<file path="config.mk">
export PLATFORM = sky130hd
export DESIGN_NAME = rr_output_arbiter
export DESIGN_NICKNAME = d
export VERILOG_FILES = /design/src/rtl/rr_output_arbiter.sv
export SDC_FILE = /design/constraint.sdc
export NUM_CORES = 1
export LEC_CHECK = 0
export BUFFER_PORTS_ARGS = -buffer_cell sky130_fd_sc_hd__clkbuf_2
export CAP_MARGIN = 5
export CORE_MARGIN = 3
export CORE_UTILIZATION = 30
export CTS_BUF_LIST = sky130_fd_sc_hd__clkbuf_4
export DETAILED_ROUTE_END_ITERATION = 6
export GPL_TIMING_DRIVEN = 0
export SLEW_MARGIN = 40
export SYNTH_ARGS = -nofsm -noshare
export SYNTH_HDL_FRONTEND = slang
export SYNTH_SLANG_ARGS = --single-unit
</file>
<file path="constraint.sdc">
create_clock -name clk -period 5.5 [get_ports clk]
set_input_delay 0.55 -clock clk [delete_from_list [all_inputs] [get_ports clk]]
set_output_delay 0.55 -clock clk [all_outputs]
set_load 0.03 [all_outputs]
</file>
<file path="src/rtl/rr_output_arbiter.sv">
// rr_output_arbiter
// -----------------------------------------------------------------------------
// Per-output-port wormhole arbiter for the mesh router. There is one instance
// per output port. It shares the output between the N, S, E, W and L input
// FIFOs in round-robin order. A grant is held from the head flit to the tail
// flit of a packet.
//
// Optional feature: define RR_ARB_WDOG_EN to add a stall watchdog. It releases
// a lock whose holder has stopped requesting for WDOG_CYCLES cycles.
//
// Parameters
//   NUM_REQ      number of requesters (0=N, 1=S, 2=E, 3=W, 4=L)
//   REQ_MASK     bit i = 0 marks requester i as absent; its req/tail are ignored
//   WDOG_CYCLES  stall limit, used only with RR_ARB_WDOG_EN
//
// Ports
//   clk            clock
//   rst            synchronous active-low reset
//   req_i          requester i has a flit for this output at its FIFO head
//   tail_i         head flit of requester i is the last flit of its packet
//   port_full_i    output port has no credit this cycle
//   port_select_o  crossbar select, requester index or 3'd7 when idle
//   port_enable_o  write the crossbar flit into the output port
//   port_remove_o  one-hot pop of the granted input FIFO
//   busy_o         a packet lock is held
//   wdog_o         one-cycle pulse when the watchdog releases a lock
// -----------------------------------------------------------------------------
module rr_output_arbiter #(
  parameter int                 NUM_REQ     = 5,
  parameter logic [NUM_REQ-1:0] REQ_MASK    = {NUM_REQ{1'b1}},
  parameter int                 WDOG_CYCLES = 16
) (
  input  logic               clk,
  input  logic               rst,
  input  logic [NUM_REQ-1:0] req_i,
  input  logic [NUM_REQ-1:0] tail_i,
  input  logic               port_full_i,
  output logic [2:0]         port_select_o,
  output logic               port_enable_o,
  output logic [NUM_REQ-1:0] port_remove_o,
  output logic               busy_o,
  output logic               wdog_o
);

  typedef enum logic {
    IDLE   = 1'b0,
    LOCKED = 1'b1
  } state_e;

  state_e             state_q, state_d;
  logic [2:0]         gnt_id_q, gnt_id_d;
  logic [2:0]         rr_ptr_q, rr_ptr_d;

  logic [NUM_REQ-1:0] ereq_s;
  logic [NUM_REQ-1:0] etail_s;
  logic [NUM_REQ-1:0] gnt_oh_s;
  logic               holder_req_s;
  logic               holder_tail_s;
  logic               xfer_s;

  // Round-robin pick: the first set bit at ptr+1, ptr+2, ... modulo NUM_REQ.
  // The scan runs from the farthest offset to the nearest so that the nearest
  // set bit is the last one written and so wins.
  function automatic logic [2:0] rr_pick(input logic [NUM_REQ-1:0] req,
                                         input logic [2:0]         ptr);
    logic [2:0] win;
    logic [2:0] idx;
    win = 3'd0;
    for (int k = NUM_REQ; k >= 1; k--) begin
      idx = 3'((int'(ptr) + k) % NUM_REQ);
      win = req[idx] ? idx : win;
    end
    return win;
  endfunction

  // Mask out absent requesters and decode the holder's request/tail
  always_comb begin
    ereq_s        = req_i & REQ_MASK;
    etail_s       = tail_i & REQ_MASK;
    gnt_oh_s      = {{(NUM_REQ-1){1'b0}}, 1'b1} << gnt_id_q;
    holder_req_s  = |(ereq_s & gnt_oh_s);
    holder_tail_s = |(etail_s & gnt_oh_s);
    // Gate on rst so that a reset cycle can never pop a FIFO.
    xfer_s        = (state_q == LOCKED) & holder_req_s & ~port_full_i & rst;
  end

`ifdef RR_ARB_WDOG_EN
  localparam logic [4:0] WDOG_LIMIT = 5'(WDOG_CYCLES);

  logic [4:0] stall_cnt_q, stall_cnt_d;
  logic       wdog_q, wdog_d;
`else
  // The watchdog is absent, so only the parameter width is exercised here.
  logic [4:0] unused_wdog_limit;
  assign unused_wdog_limit = 5'(WDOG_CYCLES);
`endif

  // Next-state logic: arbitration in IDLE, lock hold and release in LOCKED
  always_comb begin
    state_d  = state_q;
    gnt_id_d = gnt_id_q;
    rr_ptr_d = rr_ptr_q;
`ifdef RR_ARB_WDOG_EN
    wdog_d   = 1'b0;
`endif
    case (state_q)
      IDLE: begin
        if (|ereq_s) begin
          state_d  = LOCKED;
          gnt_id_d = rr_pick(ereq_s, rr_ptr_q);
        end else begin
          state_d  = IDLE;
        end
      end
      LOCKED: begin
        if (xfer_s && holder_tail_s) begin
          state_d  = IDLE;
          rr_ptr_d = gnt_id_q;
        end
`ifdef RR_ARB_WDOG_EN
        else if (!holder_req_s && (stall_cnt_q == (WDOG_LIMIT - 5'd1))) begin
          // This is the stall cycle that makes the count reach the limit.
          state_d  = IDLE;
          rr_ptr_d = gnt_id_q;
          wdog_d   = 1'b1;
        end
`endif
        else begin
          state_d  = LOCKED;
        end
      end
      default: begin
        state_d = IDLE;
      end
    endcase
  end

`ifdef RR_ARB_WDOG_EN
  // Stall counter: count holder bubbles, hold on credit stalls, else clear
  always_comb begin
    stall_cnt_d = 5'd0;
    if ((state_q == LOCKED) && !holder_req_s && (state_d == LOCKED)) begin
      stall_cnt_d = stall_cnt_q + 5'd1;
    end else if ((state_q == LOCKED) && holder_req_s && !xfer_s) begin
      stall_cnt_d = stall_cnt_q;
    end else begin
      stall_cnt_d = 5'd0;
    end
  end

  // Watchdog state registers
  always_ff @(posedge clk) begin
    if (!rst) begin
      stall_cnt_q <= 5'd0;
      wdog_q      <= 1'b0;
    end else begin
      stall_cnt_q <= stall_cnt_d;
      wdog_q      <= wdog_d;
    end
  end

  assign wdog_o = wdog_q;
`else
  assign wdog_o = 1'b0;
`endif

  // Arbiter state registers
  always_ff @(posedge clk) begin
    if (!rst) begin
      state_q  <= IDLE;
      gnt_id_q <= 3'd0;
      rr_ptr_q <= 3'(NUM_REQ - 1);
    end else begin
      state_q  <= state_d;
      gnt_id_q <= gnt_id_d;
      rr_ptr_q <= rr_ptr_d;
    end
  end

  // Output decode: select/busy come from state, enable/pop follow xfer
  always_comb begin
    busy_o        = (state_q == LOCKED);
    port_select_o = (state_q == LOCKED) ? gnt_id_q : 3'd7;
    port_enable_o = xfer_s;
    port_remove_o = xfer_s ? gnt_oh_s : {NUM_REQ{1'b0}};
  end

endmodule

</file>
======== Word-level counts from Yosys, hierarchy flattened ========
Cells that the tools add are included.
operators by class
  add/sub/neg operators ................... 5
  $mul .................................... 0
  div/mod/pow operators ................... 5
  magnitude comparators ................... 5
  equal/unequal tests ..................... 0
  shift operators ......................... 1
  multiplexer cells ....................... 20
  bitwise logic cells ..................... 7
  reductions and logical operators ........ 6
operators with widths
  kind                                                                   number
  32-bit by 4-bit modulo with 32-bit output (second input constant)      5
  3-bit by 4-bit < comparator with 1-bit output (second input constant)  5
  3-bit two-way mux                                                      6
  1-bit binary-select mux with 3-bit select                              5
  5-bit OR reduction                                                     3
  5-bit AND                                                              2
  3-bit by 2-bit adder with 4-bit output (second input constant)         2
  3-bit by 3-bit adder with 4-bit output (second input constant)         2
  1-bit two-way mux                                                      7
  5-bit two-way mux                                                      1
  1-bit by 3-bit left shift with 5-bit output (first input constant)     1
  3-bit by 1-bit adder with 4-bit output (second input constant)         1
  2-bit AND reduction                                                    2
  1-bit AND                                                              3
  1-bit NOT                                                              2
  1-bit case mux with 2 select lines                                     1
  1-bit logical AND                                                      1
storage, ports and cells
  register bits after elaboration ......... 7
  bits in latches ......................... 0
  RAM bits ................................ 0
  memory bits (read-only) ................. 0
  output and inout port bits .............. 11
  word-level logic and storage cells ...... 52
  memories ................................ 0

======== Longest topological paths before layout ========
  depth after elaboration ................. 9
  mapped depth ............................ 21

======== Worst setup path after synthesis ========
OpenSTA, ideal clock, no wires.
  path type ............................... reg-to-reg
  from .................................... register rr_ptr_q[0]
  to ...................................... register gnt_id_q[0]
  arrival time ............................ 4128 ps
  data required time ...................... 5378 ps
  path slack .............................. 1251 ps
  stages on the path, launching flop included .. 20
  buffers on the path ..................... 4
  cells stage by stage .................... dfxtp_1 buf_2 buf_2 buf_2 inv_1 ha_1 buf_6 inv_1 ha_1 inv_1 ha_1 and4b_1 a311oi_1 a31oi_1 xor2_1 or3_1 o311a_2 or3_1 a211oi_1 o21ai_1
on the way
  longest elaborated chain between the ends .. 9
ends and longest elaborated chain
  item                                       RTL line  text
  start, declared                            52        logic [2:0] rr_ptr_q, rr_ptr_d;
  start signal, assigned                     172       rr_ptr_q <= 3'(NUM_REQ - 1);
  start signal, assigned                     176       rr_ptr_q <= rr_ptr_d;
  3-bit by 3-bit adder with 4-bit output     70        idx = 3'((int'(ptr) + k) % NUM_REQ);
  32-bit by 4-bit modulo with 32-bit output  70
  1-bit binary-select mux with 3-bit select  71        win = req[idx] ? idx : win;
  1-bit two-way mux (not written as such)    71
  3-bit two-way mux (4 in series)            71
  3-bit two-way mux (*)                      71
  end signal, assigned                       175       gnt_id_q <= gnt_id_d;
  end, declared                              51        logic [2:0] gnt_id_q, gnt_id_d;
Every way passes the cells marked *; elsewhere a longest branch is shown, timed or not. The select of a mux whose other input is x is not followed.
A chain may end at the register's enable or synchronous reset.

======== Worst setup path in the final report ========
  from .................................... register rr_ptr_q[0]
  to ...................................... register gnt_id_q[2]
The elaborated chain is that of the path after synthesis.

==> results.py <==
metrics = {
    "logic_synthesis": {
        "synth_cells": 269,
        "yosysTopAreaCell": "ha_1",
        "synth_top_area_frac": 0.167,
        "synth_edf_count": 0,
        "synth_async_sr_flop_share": 0,
        "ys_ff_latch": 7,
        "synth_area_leaders": "ha_1 (17%), mux2i_1 (8.6%), dfxtp_1 (6.7%)",
        "avgSynthCellArea_um2": 7.78,
        "synthesis.nets": 311,
        "synth.distinct_cells": 64,
        "ys_warn_count": 0,
        "ys.flop_type": "dfxtp_1",
        "yosysSeqAreaShare": 0.0670,
        "synthesis.area_um2": 2090,
    },
    "sta": {
        "finClkSkew_ps": 1.84,
        "min_period_ps": 5050,
        "setup_viol": 0,
        "rsz0062_at_grt": "false",
        "final_hold_viol_count": 0,
        "fmax_mhz": 198,
        "hold_slack_ps": 582,
        "finalCritPeriodShare": 0.918,
        "worst_slack_ps": 449,
        "report.final.slew_viol_count": 0,
        "setup_tns_ps": 0,
        "max-slew-margin-rel": 0.461,
        "worstMarginPinSlew_ps": 799,
    },
    "global_routing": {
        "grt_usage": 0.132,
        "grt_pass1_wl_um": 8600,
        "antenna_found_initial": 0,
        "grt_max_degree": 11,
        "first_global_vias": 1820,
        "overflow": 0,
    },
    "clock_network": {
        "cts.sinks": 7,
        "htreeDepth": 1,
        "cts_tree": "yes",
        "clk_latency_ps": 250,
        "ctsHoldBuffers": 0,
        "numCtsBuffers": 3,
        "cts_setup_buffers": 0,
        "clkSlewWorstSetupHoldPaths_ps": 50,
        "clockBufferDepth": 2,
        "root_buffer": "clkbuf_4",
    },
    "finish": {
        "layout_common_cells": "ha_1 (28), nor2_1 (23), clkbuf_2 (22)",
        "n_antenna_cell": 0,
        "layout-drive-gt1-share": 0.193,
        "area_growth_pct": 13.0,
        "final_common_cell": "ha_1",
        "fin_nets": 338,
        "instances_no_fill": 388,
    },
    "critical_path": {
        "crit_required_ps": 5620,
        "path_class": "reg2reg",
        "cp.arrival_ps": 5170,
        "end_kind": "flop",
        "cp-start-kind": "flop",
        "crit_fanout": 10,
    },
    "floorplan": {
        "core_um2": 6570,
        "die_w_um": 89.5,
        "die_h_um": 89.5,
        "io_pins": 24,
        "num_rows": 29,
        "start_util": 0.319,
        "dieArea_um2": 8010,
    },
    "placement": {
        "io_buffer_count": 22,
        "dp_cells": 384,
        "place_congestion": 0.840,
        "hpwl_um": 4260,
        "place_ws_ps": 355,
    },
    "power_and_ir_drop": {
        "p_total_w": 0.000234,
        "ir_drop_mv": 0.0647,
        "leakagePower_nw": 1.01,
        "powerDensity_nw_per_um2": 98.8,
    },
    "route": {
        "drt_iter0_drc": 113,
        "viasPerCell": 5.15,
        "avgRoutedWirePerCell_um": 13.5,
        "vias": 1998,
        "drt-total-wl_um": 5240,
        "ant_nets": 0,
        "dr.pass1.iters": 4,
        "drc": 0,
    },
    "run": {
        "max_cap_viol_count": 0,
    },
    "worst_hold_path": {
        "min-delay-path-class": "reg2reg",
    },
    "run_status": {
        "outcome": "complete, no violations",
    },
}
==> logic make-up after synthesis <==
kind of cell    count (synthesis)  synth area share
simple gates                   95             0.255
fa+ha+maj                      29             0.177
compound gates                 63             0.215
mux                            25             0.158
other cells                     1           0.00179
flops                           7            0.0670
buf+inv                        39            0.0813
xor+xnor                       10            0.0455
==> worst paths after layout <==
kind,startpoint,end,slack [ps],cells past startpoint
worst min-delay path,busy_o$_SDFF_PN0_,busy_o$_SDFF_PN0_,580,2
worst max register to register,rr_ptr_q[0]$_SDFFE_PN0P_,gnt_id_q[2]$_SDFFE_PN0P_,450,19
worst max-delay path,rr_ptr_q[0]$_SDFFE_PN0P_,gnt_id_q[2]$_SDFFE_PN0P_,450,19
worst min register to register,busy_o$_SDFF_PN0_,busy_o$_SDFF_PN0_,580,2
==> layout make-up <==
type	instances	area [um2]
Multi-Input combinational cell	223	1800
Sequential cell	7	140
Timing Repair Buffer	22	110
Clock buffer	4	30.0
Buffer	18	91.3
Inverter	21	78.8
Tap cell	93	116
Fill cell	692	4200
==> sequential cells by signal (all words and copies together) (netlist names) <==
signal / cells
gnt_id_q: 3
rr_ptr_q: 3
busy_o: 1
==> worst max-delay path: stages, from the launching register on <==
cell and delay, ps:
dfxtp_1 520, buf_2 310, buf_2 280, buf_2 290
inv_1 150, ha_1 410, buf_6 170, inv_1 120
ha_1 240, nor2_1 180, a21oi_1 110, xnor2_1 300
ha_1 210, o22ai_1 90, o21bai_2 260, mux2i_2 400
nand2_1 120, o22a_1 240, a2111oi_0 420, a211oi_1 80
==> metal layers <==
layer	vias up	global-route usage	share of wire
li1	1020	-	-
met1	958	0.182	0.50
met2	20	0.230	0.49
met3	0	0.00829	0.015
met4	0	0.0189	0
met5	-	0	0
==> power breakdown <==
group | internal, W | switching (W) | total [W]
sequential | 0.0000542 | 0.00000428 | 0.0000585
clock | 0.0000326 | 0.0000188 | 0.0000514
combinational | 0.0000523 | 0.0000714 | 0.000124
==> Yosys cell counts (all sizes together) (2+ instances only) <==
master / number
nor4b: 4
nand2: 16
o21a: 3
mux4: 6
a21oi: 15
a211oi: 2
buf: 8
o31ai: 3
a2111oi: 2
nor3b: 3
dfxtp: 7
a311oi: 2
and4b: 2
and3: 3
inv: 21
o21ai: 15
ha: 28
xnor2: 8
xor2: 2
o211ai: 3
a31oi: 4
or2: 6
nand2b: 9
o22ai: 3
nand3b: 2
mux2i: 18
nor3: 5
clkbuf: 10
nor2b: 5
nand3: 5
nor4bb: 2
nor2: 23
nand4: 2
or3: 3
==> metrics by stage <==
step / utilization / area, um2
after global routing: 0.360 / 2360
after floorplan: - / 2090
after detailed placement: 0.353 / 2320
after CTS: 0.358 / 2350
after global placement: 0.353 / 2320
final: 0.360 / 2360
==> timing repair <==
action / CTS / global route
resized for setup: 0 / 3
hold endpoints to repair: 0 / 0
endpoints found under the setup margin: 0 / 3
Power figures use the tool's default switching activity.
